### src/rtl/morse_decoder_if.sv
// Key-line and character-output bundle for morse_decoder.
// master: key source / character sink side; slave: the decoder.
interface morse_decoder_if;
    logic       in;
    logic [7:0] out;
    logic       out_valid;
    logic       err;

    modport master (output in, input out, input out_valid, input err);
    modport slave  (input in, output out, output out_valid, output err);
endinterface

### src/rtl/morse_decoder.sv
// Morse decoder: times marks/spaces on a registered key line, classifies
// dot/dash, and emits ASCII A-Z / 0-9 on letter gaps and 0x20 on word gaps.
// Invalid or overflowing codes emit 0x3F with err.
// Optional input deglitch filter: define MORSE_DEGLITCH_EN.
module morse_decoder #(
    parameter int unsigned DOT_MAX    = 3,
    parameter int unsigned LETTER_GAP = 4,
    parameter int unsigned WORD_GAP   = 10,
    parameter int unsigned MAX_SYM    = 5,
    parameter int unsigned CNT_W      = 8,
    parameter int unsigned DEGLITCH   = 2
) (
    input  logic             clk,
    input  logic             reset,
    morse_decoder_if.slave   bus
);
    localparam int unsigned LEN_W = $clog2(MAX_SYM + 2);

    typedef enum logic [1:0] {IDLE, MARK, SPACE, WGAP} state_t;

    state_t             state, state_n;
    logic               s_in;
    logic               k;
    logic [CNT_W-1:0]   mark_cnt, mark_n, mark_inc;
    logic [CNT_W-1:0]   space_cnt, space_n, space_inc;
    logic [MAX_SYM-1:0] code;
    logic [LEN_W-1:0]   len;
    logic               push, dash_bit, clr, emit, emit_err;
    logic [7:0]         emit_ch;
    logic [8:0]         dec;

    // Maps a symbol count and MSB-first code (dot=0, dash=1) to {err, ascii}.
    function automatic logic [8:0] decode(input int unsigned n, input logic [4:0] c);
        logic [7:0] ch;
        ch = 8'h3F;
        case (n)
            1: ch = c[0] ? "T" : "E";
            2: case (c[1:0])
                2'b00: ch = "I";  2'b01: ch = "A";
                2'b10: ch = "N";  default: ch = "M";
            endcase
            3: case (c[2:0])
                3'b000: ch = "S";  3'b001: ch = "U";  3'b010: ch = "R";  3'b011: ch = "W";
                3'b100: ch = "D";  3'b101: ch = "K";  3'b110: ch = "G";  default: ch = "O";
            endcase
            4: case (c[3:0])
                4'b0000: ch = "H";  4'b0001: ch = "V";  4'b0010: ch = "F";  4'b0100: ch = "L";
                4'b0110: ch = "P";  4'b0111: ch = "J";  4'b1000: ch = "B";  4'b1001: ch = "X";
                4'b1010: ch = "C";  4'b1011: ch = "Y";  4'b1100: ch = "Z";  4'b1101: ch = "Q";
                default: ch = 8'h3F;
            endcase
            5: case (c)
                5'b01111: ch = "1";  5'b00111: ch = "2";  5'b00011: ch = "3";  5'b00001: ch = "4";
                5'b00000: ch = "5";  5'b10000: ch = "6";  5'b11000: ch = "7";  5'b11100: ch = "8";
                5'b11110: ch = "9";  5'b11111: ch = "0";
                default: ch = 8'h3F;
            endcase
            default: ch = 8'h3F;
        endcase
        return {ch == 8'h3F, ch};
    endfunction

    // Input register: all timing is taken from the sampled key line.
    always_ff @(posedge clk or negedge reset) begin
        if (!reset) s_in <= 1'b0;
        else        s_in <= bus.in;
    end

`ifdef MORSE_DEGLITCH_EN
    localparam int unsigned DG_W = (DEGLITCH > 1) ? $clog2(DEGLITCH) : 1;
    logic            s2, filt;
    logic [DG_W-1:0] dg_cnt;

    // Second sync stage plus filter: follow s2 only after DEGLITCH stable cycles.
    always_ff @(posedge clk or negedge reset) begin
        if (!reset) begin
            s2     <= 1'b0;
            filt   <= 1'b0;
            dg_cnt <= '0;
        end else begin
            s2 <= s_in;
            if (s2 == filt) begin
                dg_cnt <= '0;
            end else if (dg_cnt == DG_W'(DEGLITCH - 1)) begin
                filt   <= s2;
                dg_cnt <= '0;
            end else begin
                dg_cnt <= dg_cnt + 1'b1;
            end
        end
    end
    assign k = filt;
`else
    assign k = s_in;
`endif

    // Decoder result for the current buffer; lengths past MAX_SYM are overflow.
    always_comb begin
        if (32'(len) > MAX_SYM) dec = {1'b1, 8'h3F};
        else                    dec = decode(32'(len), 5'(code));
    end

    // Next-state, counter and emission logic.
    always_comb begin
        state_n   = state;
        mark_n    = mark_cnt;
        space_n   = space_cnt;
        push      = 1'b0;
        dash_bit  = 1'b0;
        clr       = 1'b0;
        emit      = 1'b0;
        emit_err  = 1'b0;
        emit_ch   = '0;
        mark_inc  = (mark_cnt == '1)  ? mark_cnt  : mark_cnt + 1'b1;
        space_inc = (space_cnt == '1) ? space_cnt : space_cnt + 1'b1;
        case (state)
            IDLE: begin
                if (k) begin
                    state_n = MARK;
                    mark_n  = CNT_W'(1);
                end
            end
            MARK: begin
                if (k) begin
                    mark_n = mark_inc;
                end else begin
                    push     = 1'b1;
                    dash_bit = (mark_cnt > CNT_W'(DOT_MAX));
                    state_n  = SPACE;
                    space_n  = CNT_W'(1);
                end
            end
            SPACE: begin
                if (k) begin
                    state_n = MARK;
                    mark_n  = CNT_W'(1);
                end else begin
                    space_n = space_inc;
                    if (space_inc == CNT_W'(LETTER_GAP)) begin
                        emit     = 1'b1;
                        emit_ch  = dec[7:0];
                        emit_err = dec[8];
                        clr      = 1'b1;
                        state_n  = WGAP;
                    end
                end
            end
            WGAP: begin
                if (k) begin
                    state_n = MARK;
                    mark_n  = CNT_W'(1);
                end else begin
                    space_n = space_inc;
                    if (space_inc == CNT_W'(WORD_GAP)) begin
                        emit    = 1'b1;
                        emit_ch = 8'h20;
                        state_n = IDLE;
                    end
                end
            end
            default: state_n = IDLE;
        endcase
    end

    // State, counters, symbol buffer and registered outputs.
    always_ff @(posedge clk or negedge reset) begin
        if (!reset) begin
            state         <= IDLE;
            mark_cnt      <= '0;
            space_cnt     <= '0;
            code          <= '0;
            len           <= '0;
            bus.out       <= '0;
            bus.out_valid <= 1'b0;
            bus.err       <= 1'b0;
        end else begin
            state         <= state_n;
            mark_cnt      <= mark_n;
            space_cnt     <= space_n;
            bus.out_valid <= emit;
            bus.err       <= emit & emit_err;
            if (emit) bus.out <= emit_ch;
            if (clr) begin
                code <= '0;
                len  <= '0;
            end else if (push) begin
                code <= (code << 1) | MAX_SYM'(dash_bit);
                if (32'(len) <= MAX_SYM) len <= len + 1'b1;
            end
        end
    end
endmodule

### src/flat_wrapper.sv
// flat-port wrapper written by rule: the top's interface ports become plain ports
module morse_decoder_flat 
#(
    parameter int unsigned DOT_MAX    = 3,
    parameter int unsigned LETTER_GAP = 4,
    parameter int unsigned WORD_GAP   = 10,
    parameter int unsigned MAX_SYM    = 5,
    parameter int unsigned CNT_W      = 8,
    parameter int unsigned DEGLITCH   = 2
)
  (clk, reset, bus_in, bus_out, bus_out_valid, bus_err);
  morse_decoder_if bus_i ();
  input  logic clk;
  input  logic reset;
  input wire logic [$bits(bus_i.in)-1:0] bus_in;
  output wire logic [$bits(bus_i.out)-1:0] bus_out;
  output wire logic [$bits(bus_i.out_valid)-1:0] bus_out_valid;
  output wire logic [$bits(bus_i.err)-1:0] bus_err;
  assign bus_i.in = bus_in;
  assign bus_out = bus_i.out;
  assign bus_out_valid = bus_i.out_valid;
  assign bus_err = bus_i.err;
  morse_decoder #(.DOT_MAX(DOT_MAX), .LETTER_GAP(LETTER_GAP), .WORD_GAP(WORD_GAP), .MAX_SYM(MAX_SYM), .CNT_W(CNT_W), .DEGLITCH(DEGLITCH)) u_core (.clk(clk), .reset(reset), .bus(bus_i));
endmodule
### config.mk
export PLATFORM = sky130hd
export DESIGN_NAME = morse_decoder_flat
export DESIGN_NICKNAME = d
export VERILOG_FILES = /design/src/rtl/morse_decoder_if.sv /design/src/rtl/morse_decoder.sv /design/src/flat_wrapper.sv
export SDC_FILE = /design/constraint.sdc
export NUM_CORES = 1
export LEC_CHECK = 0
export BUFFER_PORTS_ARGS = -buffer_cell sky130_fd_sc_hd__buf_4
export CAP_MARGIN = 20
export CORE_MARGIN = 4
export CORE_UTILIZATION = 60
export CTS_CLUSTER_SIZE = 16
export DETAILED_ROUTE_END_ITERATION = 10
export PLACE_DENSITY = 0.78
export REMOVE_ABC_BUFFERS = 1
export SKIP_CTS_REPAIR_TIMING = 1
export SLEW_MARGIN = 5
export SYNTH_ARGS = -nofsm -noshare
export SYNTH_HDL_FRONTEND = slang
export SYNTH_SLANG_ARGS = --single-unit
### constraint.sdc
create_clock -name clk -period 7 [get_ports clk]
set_input_delay 1.4 -clock clk [delete_from_list [all_inputs] [get_ports clk]]
set_output_delay 1.4 -clock clk [all_outputs]
set_load 0.02 [all_outputs]
== After elaboration in Yosys (flattened, before gate mapping) ==
Memory sizes are Yosys's and may differ from the RTL's.
Index checks and enable logic that the tools add are counted.
Cells by class
  add/subtract/negate cells: 3
  multiply operators: 0
  divide/modulo/power cells: 0
  $lt $le $gt $ge: 3
  equality and inequality tests: 29
  shift operators: 0
  mux-type cells: 44
  bitwise operators: 2
  reduce and logical (&&, ||, !) cells: 12
Operators with widths (count)
  8-bit two-way mux: 10
  8-bit case mux with 2 select lines: 3
  8-bit case mux with 5 select lines: 1
  5-bit case mux with 7 select lines: 1
  8-bit by 1-bit adder with 8-bit output (second input constant): 2
  8-bit == test (second input constant): 2
  3-bit == test (second input constant): 5
  5-bit two-way mux: 3
  3-bit by 2-bit == test with 1-bit output (second input constant): 4
  1-bit two-way mux: 12
  2-bit two-way mux: 6
  4-bit case mux with 3 select lines: 1
  3-bit two-way mux: 3
  9-bit two-way mux: 1
  8-bit by 3-bit == test with 1-bit output (second input constant): 1
  8-bit by 4-bit == test with 1-bit output (second input constant): 1
  8-bit by 6-bit == test with 1-bit output (second input constant): 1
  8-bit by 2-bit > comparator with 1-bit output (second input constant): 1
  2-bit case mux with 4 select lines: 1
  2-bit == test (second input constant): 3
  3-bit by 1-bit == test with 1-bit output (second input constant): 2
  6-bit two-way mux: 1
  2-bit by 1-bit inequality test with 1-bit output (second input constant): 3
  2-bit inequality test (second input constant): 3
  other kinds (16): 22
Storage, ports and cells
  flip-flop bits (word level): 37
  bits in latches: 0
  bits in writable memories: 0
  memory bits (read-only): 240
  output and inout port bits: 10
  word-level logic and storage cells: 104
  memories kept: 2
Memories
  (no name shown): words 32, width 4, rd ports 1, clocked after Yosys merged registers in 0, wr ports 0, line morse_decoder.sv:52  | 5: case (c)
  (no name shown): words 16, width 7, rd ports 1, clocked after Yosys merged registers in 0, wr ports 0, line morse_decoder.sv:46  | 4: case (c[3:0])

== Depth between registers and ports, before layout ==
Gate-level depths: netlist of the first run.
  depth in word-level cells: 10
  depth in mapped cells: 9
  gate-level depth less buffers: 8

== Worst setup path after synthesis of the first run ==
Ideal clock, no wire load.
  path type: reg-to-reg
  start point: register u_core.code[0]
  end point: register u_core.bus.err
  library setup time: 0.080 ns
  arrival time: 2.119 ns
  data required time: 6.920 ns
  setup slack: 4.801 ns
  cell stages (with the launch flop): 10
  path buffers: 1
  cells stage by stage: dfrtp_1 > clkbuf_1 > inv_1 > ha_1 > nor2b_1 > a2111oi_0 > o31ai_1 > o2111ai_1 > a41oi_1 > nor3_2
Between the ends
  word-level cells in the longest chain between the ends: 10
  elaborated cells between the ends (all ways): 23
  those cells by class: eq/ne: 9; mux: 9; bitwise: 1; reduce/logical: 2; memory: 2
Ends and longest elaborated chain
  start, declared: line morse_decoder.sv:26  | logic [MAX_SYM-1:0] code;
  start signal, assigned: line morse_decoder.sv:187  | code <= (code << 1) | MAX_SYM'(dash_bit);
  branches (longest 2 deep; another with memory 32 x 4 bit)
  8-bit case mux with 5 select lines (*): line morse_decoder.sv:36  | case (n)
  8-bit two-way mux (*): line morse_decoder.sv:99  | if (32'(len) > MAX_SYM) dec = {1'b1, 8'h3F};
  8-bit by 6-bit == test with 1-bit output (*): line morse_decoder.sv:60  | return {ch == 8'h3F, ch};
  9-bit two-way mux (*): line morse_decoder.sv:99
  1-bit two-way mux (*): line morse_decoder.sv:139  | if (space_inc == CNT_W'(LETTER_GAP)) begin
  1-bit two-way mux (*): line morse_decoder.sv:134  | if (k) begin
  1-bit two-way mux (*): line morse_decoder.sv:116  | case (state)
  1-bit bitwise AND (*): line morse_decoder.sv:181  | bus.err <= emit & emit_err;
  end signal, assigned: line morse_decoder.sv:181
  end, declared: line morse_decoder_if.sv:10  | modport slave (input in, output out, output out_valid, output err);
Mark *: on every way between the ends. The select of a mux whose other input is x is not followed.
A chain may end at the register's enable or synchronous reset.

== Worst setup path after layout of the first run ==
  start point: register u_core.space_cnt[0]
  end point: register u_core.bus.err
Between the ends
  word-level cells in the longest chain between the ends: 7
  elaborated cells between the ends (all ways): 14
  those cells by class: add/sub: 1; eq/ne: 3; mux: 9; bitwise: 1
Ends and longest elaborated chain
  start, declared: line morse_decoder.sv:25  | logic [CNT_W-1:0] space_cnt, space_n, space_inc;
  start signal, assigned: line morse_decoder.sv:179  | space_cnt <= space_n;
  8-bit by 1-bit adder with 8-bit output / 8-bit == test (equally long branches): line morse_decoder.sv:115  | space_inc = (space_cnt == '1) ? space_cnt : space_cnt + 1'b1;
  8-bit two-way mux (*): line morse_decoder.sv:115
  8-bit by 4-bit == test with 1-bit output / 8-bit by 3-bit == test with 1-bit output (equally long branches): line morse_decoder.sv:154, morse_decoder.sv:139
  1-bit two-way mux (on tied branches): line morse_decoder.sv:154, morse_decoder.sv:139
  1-bit two-way mux (on tied branches): line morse_decoder.sv:149, morse_decoder.sv:134
  1-bit case mux with 2 select lines / 1-bit two-way mux (equally long branches): line morse_decoder.sv:116
  1-bit bitwise AND (*): line morse_decoder.sv:181
Mark *: on every way between the ends. The rest lies on a longest branch, timed or not.

==> results_dict.tcl, run 1 <==
set metrics [dict create \
    yosys.area.top_type "dfrtp_1" \
    io_pins 13 \
    grt_use_met2_pct 36.4 \
    drt-initial-drc-count 236 \
    synth_cells 318 \
    seq_area_frac_synth_pct 33.8 \
    worst_setup_path_start_kind "register" \
    grt_start_max_net_pins 37 \
    pwr-share-comb_pct 49.3 \
    cp-end-kind "register" \
    clkLatencyLatePin_ns 0.30 \
    core_um2 4140 \
    sw_frac_of_total_pct 45.3 \
    nets 336 \
    peakVddDrop_mv 0.209 \
    maxCapViolations 0 \
    syn_area_um2 2670 \
    fp.dieW_um 74.7 \
    status "complete, no violations" \
    cts_max_path_buffers 2 \
    finalNonFillerCells 366 \
    setup_tns_ns 0 \
    yosys_warnings 0 \
    grt_overflow_total 0 \
    seq_power_share_pct 34.7 \
    synth_cell_types 62 \
    htreeDepth 2 \
    initial_core_util_pct 64.4 \
    worstPathMaxFanout 22 \
    grt_pass1_wl_mm 10.4 \
    hold_viol 0 \
    dp_hpwl_mm 4.16 \
    diodes 0 \
    p_sw_uw 448 \
    crit_path_start "u_core.space_cnt[0]" \
    power_density_nw_per_um2 353 \
    period_needed_ns 2.89 \
    worstSetupPathType "reg2reg" \
    cts.clk_slew.worst_paths_ns 0.07 \
    pwr-share-clk_pct 15.9 \
    holdCritPathClass "reg2reg" \
    clock.fmax_mhz 346 \
    yosys_most_used_dff "dfrtp_1" \
    drv_slew 0 \
    syn_to_final_growth_pct 4.88 \
    rsz0062_at_grt "no" \
    synthesis.area_per_instance_um2 8.39 \
    die-area_um2 5580 \
    rrSetupSlack_ns 4.11 \
    ant_nets 0 \
    setup_viol 0 \
    power_uw 989 \
    holdPathStages 1 \
    rows 23 \
    slew_headroom_pct 33.5 \
    fin_skew_ns 0.00537 \
    via_per_inst 6.53 \
    io_buffers 11 \
    yosysTopAreaCellShare_pct 33.8 \
    p_leak_uw 0.00115 \
    drive_gt1_share_pct 9.18 \
    crit_path_end "u_core.bus.err" \
    routabilityCongestion 0.898 \
    drt_wl_total_mm 5.92 \
    arrival_ns 3.10 \
    ctsRootBufferMaster "clkbuf_8" \
    r2r-start "u_core.space_cnt[0]" \
    yosys_register_bits 36 \
    fin_crit_sh_pct 41.2 \
    post-route-cell-area_um2 2800 \
    numCtsBuffers 5 \
    placed_area_um2 2710 \
    r2r_end "u_core.bus.err" \
    reg2reg_depth 7 \
    cts_tree "yes" \
    vias 2389 \
    place_inst 358 \
    async_flop_share_pct 100 \
    yosys-top-cells-area "dfrtp_1 34%, ha_1 8.4%, a21oi_1 4.7%" \
    grt_pass1_vias 2243 \
    wire_per_inst_um 16.2 \
    drt_pass1_iterations 4 \
    antenna_found_initial 0 \
    busiest_layer "met2" \
    drc_errors 0 \
    met1_usage_pct 33.2 \
    fp.dieH_um 74.7 \
    synth_edf_count 0 \
    worst-slew-pin-transition_ns 0.990 \
    clkSinkCount 36 \
    intPower_uw 540 \
    globalRouteMet3Util_pct 5.74 \
    fin_util_pct 67.5 \
    cp.required_ns 7.21 \
    grt_use_total_pct 23.9 \
]
worst max-delay path: stages (launching register included):
cell and delay, ns:
dfrtp_1 0.45, ha_1 0.27, and3_1 0.35, nand4_1 0.16, o21ba_2 0.27, nor4_4 0.88, nand2_1 0.24, nor3_2 0.18
cell usage after synthesis, types with 3 or more instances:
cell / n
mux2_2: 3
nand3_1: 9
nor3b_1: 3
nor2_1: 32
o31ai_1: 3
ha_1: 18
buf_4: 3
clkbuf_1: 11
nor3_1: 7
nor2b_1: 6
and3_1: 6
inv_1: 12
dfrtp_1: 36
and2_1: 3
nand4_1: 9
nand2_1: 32
o2111ai_1: 6
xnor2_1: 5
a21oi_1: 25
buf_2: 3
a31oi_1: 4
a41oi_1: 6
nand2b_1: 6
o21ai_0: 19
routing by layer:
layer	share of wire, %	vias to the layer above
met5	0	-
met4	2.8	0
met3	6.3	20
met2	45	85
met1	45	1127
li1	-	1157
worst min path at each step:
stage / start / to / slack, ns
floorplan: u_core.mark_cnt[1] / u_core.mark_cnt[1] / 0.47
global placement: u_core.mark_cnt[1] / u_core.mark_cnt[1] / 0.49
detailed placement: u_core.mark_cnt[0] / u_core.mark_cnt[0] / 0.51
CTS: u_core.mark_cnt[0] / u_core.mark_cnt[0] / 0.52
global route: u_core.mark_cnt[0] / u_core.mark_cnt[0] / 0.54
finish: u_core.mark_cnt[0] / u_core.mark_cnt[0] / 0.52
sequential cells by signal, summed over array words and instances (netlist names):
| register | cells |
|---|---|
| u_core.space_cnt | 8 |
| u_core.mark_cnt | 8 |
| u_core.k | 1 |
| u_core.state | 2 |
| u_core.len | 3 |
| u_core.bus.out | 7 |
| u_core.code | 5 |
| u_core.bus.out_valid | 1 |
| u_core.bus.err | 1 |
power by group through the flow:
stage | logic [uW] | clock network, uW | registers (uW)
floorplan | 350 | 0 | 333
global placement | 476 | 0 | 343
detailed placement | 481 | 0 | 344
CTS | 482 | 160 | 340
global route | 542 | 168 | 354
finish | 487 | 158 | 344
cell usage in the layout (no fill, tap or decap), types with 4 or more instances in the layout:
cell,netlist,layout
dfrtp_1,36,36
nor2_1,32,32
nand2_1,32,32
a21oi_1,25,25
o21ai_0,19,19
ha_1,18,18
inv_1,12,12
buf_4,3,11
nand4_1,9,9
nand3_1,9,9
nor3_1,7,7
and3_1,6,6
nor2b_1,6,6
nand2b_1,6,6
o2111ai_1,6,6
a41oi_1,6,6
clkbuf_8,0,6
xnor2_1,5,5
a31oi_1,4,4
final cells by class:
type,count,area (um^2)
clock inverter,1,7.51
timing repair buffer,11,82.6
multi-input combinational,249,1610
clock buffer,7,86.3
fill,347,1350
sequential,36,901
tap,50,62.6
inverter,12,45.0
metrics by stage:
step	hold WS [ns]	setup WS (ns)
6_report	0.517	4.11
5_1_grt	0.541	3.81
4_1_cts	0.517	4.11
3_5_place_dp	0.510	4.15
3_3_place_gp	0.494	4.23
2_1_floorplan	0.468	4.55
kinds of logic after synthesis:
logic type	after synthesis	share of synthesized area (%)
flops	36	33.8
mux	5	2.02
buf+inv	33	5.77
other cells	1	0.141
fa+ha+maj	18	8.44
xor+xnor	7	2.30
simple gates	125	24.0
compound gates	93	23.6
No activity file was read; power rests on OpenSTA's default activity.
==> inputs of run 2 (changes only) <==
--- a/config.mk
+++ b/config.mk
@@ -8,10 +8,10 @@
 export BUFFER_PORTS_ARGS = -buffer_cell sky130_fd_sc_hd__buf_4
 export CAP_MARGIN = 20
 export CORE_MARGIN = 4
-export CORE_UTILIZATION = 60
+export CORE_UTILIZATION = 56
 export CTS_CLUSTER_SIZE = 16
 export DETAILED_ROUTE_END_ITERATION = 10
-export PLACE_DENSITY = 0.78
+export PLACE_DENSITY = 0.77
 export REMOVE_ABC_BUFFERS = 1
 export SKIP_CTS_REPAIR_TIMING = 1
 export SLEW_MARGIN = 5
==> constraint.sdc (replaced) <==
create_clock -name clk -period 2.65 [get_ports clk]
set_input_delay 0.53 -clock clk [delete_from_list [all_inputs] [get_ports clk]]
set_output_delay 0.53 -clock clk [all_outputs]
set_load 0.02 [all_outputs]
==> run 2 against run 1 <==
Hold slack worse by 0.32 ns; combinational power rose to 2.9 times the previous value; clock power is 130% higher; critical path depth up 2; largest cell class unchanged; routed wire length grew 3.3%; highest routed layer unchanged; setup slack got worse by 3.8 ns; cell count rose by 3.6%; core utilization fell by 3.3 points; non-clock buffer count up 12; flip-flop and latch count did not move.
==> results_dict.tcl, run 2 (synthesis results as in run 1) <==
set metrics [dict create \
    status "complete, no violations" \
    routabilityCongestion 0.906 \
    final_cell_mix "36 x dfrtp_1, 32 x nor2_1, 32 x nand2_1, 25 x a21oi_1, 23 x buf_4" \
    met3_length_um 321 \
    finalNonFillerCells 379 \
    drt-initial-drc-count 201 \
    htreeDepth 2 \
    seq_power_share_pct 32.5 \
    via_per_inst 6.37 \
    final_common_cell "dfrtp_1" \
    antenna_found_initial 0 \
    power_uw 2620 \
    initial_core_util_pct 59.6 \
    wl_met1_mm 3.04 \
    hold_viol 0 \
    fp.dieW_um 77.0 \
    core_um2 4470 \
    reg_top3 "u_core.mark_cnt: 8 flops, u_core.space_cnt: 8 flops, u_core.bus.out: 7 flops" \
    drt_wl_total_mm 6.12 \
    fill_cells 405 \
    dr_wl_met2_mm 2.65 \
    arrival_ns 2.50 \
    nets 348 \
    worstSetupPathType "reg2reg" \
    grt_use_total_pct 21.5 \
    setup_tns_ns 0 \
    setup_viol 0 \
    fp.dieH_um 77.0 \
    worst-slew-pin-transition_ns 0.856 \
    cts_tree "yes" \
    multi_input_area_um2 1610 \
    worstPathMaxFanout 8 \
    seqCellArea_um2 901 \
    grt_pass1_vias 2170 \
    cts.clk_slew.worst_paths_ns 0.07 \
    rsz0062_at_grt "no" \
    cp.required_ns 2.81 \
    drv_slew 0 \
    drive_gt1_share_pct 12.2 \
    io_pins 13 \
    cp_cell_sequence "inv_1, ha_1, nor3_1, buf_4, o2bb2ai_1, o31ai_1, nand4_1, a41oi_1, nor3_2" \
    slew_headroom_pct 42.4 \
    cts_max_path_buffers 2 \
    fin_crit_sh_pct 88.4 \
    ctsRootBufferMaster "clkbuf_8" \
    pwr-share-clk_pct 13.7 \
    worst_setup_path_start_kind "register" \
    peakVddDrop_mv 0.470 \
    clkSinkCount 36 \
    p_sw_uw 1170 \
    grt_pass1_wl_mm 10.5 \
    maxCapViolations 0 \
    place_inst 370 \
    fin_skew_ns 0.00639 \
    diodes 0 \
    critPathSlowestCell "dfrtp_1" \
    numCtsBuffers 5 \
    top_layer "met4" \
    wire_per_inst_um 16.1 \
    grt_start_max_net_pins 37 \
    io_buffers 11 \
    clkLatencyLatePin_ns 0.28 \
    syn_to_final_growth_pct 7.74 \
    p_leak_uw 0.00121 \
    vias 2414 \
    intPower_uw 1440 \
    pwr-share-comb_pct 53.8 \
    ant_nets 0 \
    clock.fmax_mhz 427 \
    dp_slack_ns 0.156 \
    holdCritPathClass "in2async" \
    power_density_nw_per_um2 911 \
    drc_errors 0 \
    slowest_delay_ns 0.47 \
    grt_overflow_total 0 \
    worst_slack_ns 0.306 \
    dp_hpwl_mm 4.38 \
    period_needed_ns 2.34 \
    cp-end-kind "register" \
    sw_frac_of_total_pct 44.8 \
    drt_pass1_iterations 5 \
    rows 24 \
    die-area_um2 5930 \
]
-- run 2: area by class of cell --
type | instances | area share [%]
Sequential cell | 36 | 31.3
Clock inverter | 1 | 0.174
Multi-Input combinational cell | 249 | 56.1
Clock buffer | 6 | 2.52
Tap cell | 52 | 2.26
Inverter | 12 | 1.57
Timing Repair Buffer | 23 | 6.01
-- run 2: worst paths after layout --
path / cells past startpoint / from / slack, ns / endpoint
worst max register to register: 9 / u_core.code[1] / 0.31 / u_core.bus.err
max in group asynchronous: 1 / reset / 2.12 / u_core.code[3]
worst max-delay path: 9 / u_core.code[1] / 0.31 / u_core.bus.err
worst min-delay path: 1 / reset / 0.19 / u_core.bus.out[3]
min in group clk: 1 / bus_in / 0.36 / u_core.k
worst min register to register: 1 / u_core.mark_cnt[0] / 0.51 / u_core.mark_cnt[0]
-- run 2: worst max-delay path: cells and delay by family, from the launching register on --
family / cells / cell delay [ns]
and+or+nand+nor: 3 / 0.37
adders and majority gates: 1 / 0.34
DFF: 1 / 0.47
AOI/OAI and AO/OA: 3 / 0.68
buffers and inverters: 2 / 0.37
-- run 2: power groups by stage --
stage | sequential [uW] | clock [uW] | combinational [uW]
floorplan | 879 | 0 | 925
global placement | 851 | 0 | 1360
detailed placement | 855 | 0 | 1380
CTS | 846 | 367 | 1390
global route | 875 | 391 | 1550
finish | 851 | 359 | 1410
-- run 2: per-layer routing --
metal | vias to the layer above | GRT usage, %
met3 | 16 | 3.75
met5 | - | 0
met2 | 77 | 30.8
met4 | 0 | 6.05
met1 | 1143 | 32.9
li1 | 1178 | -
-- run 2: metrics by stage --
stage,hold WS (ns),area (um^2),utilization [%]
2_1_floorplan,0.234,2560,-
3_3_place_gp,0.496,2780,62.2
3_5_place_dp,0.514,2780,62.2
4_1_cts,0.218,2860,63.9
5_1_grt,0.228,2880,64.3
6_report,0.194,2880,64.3
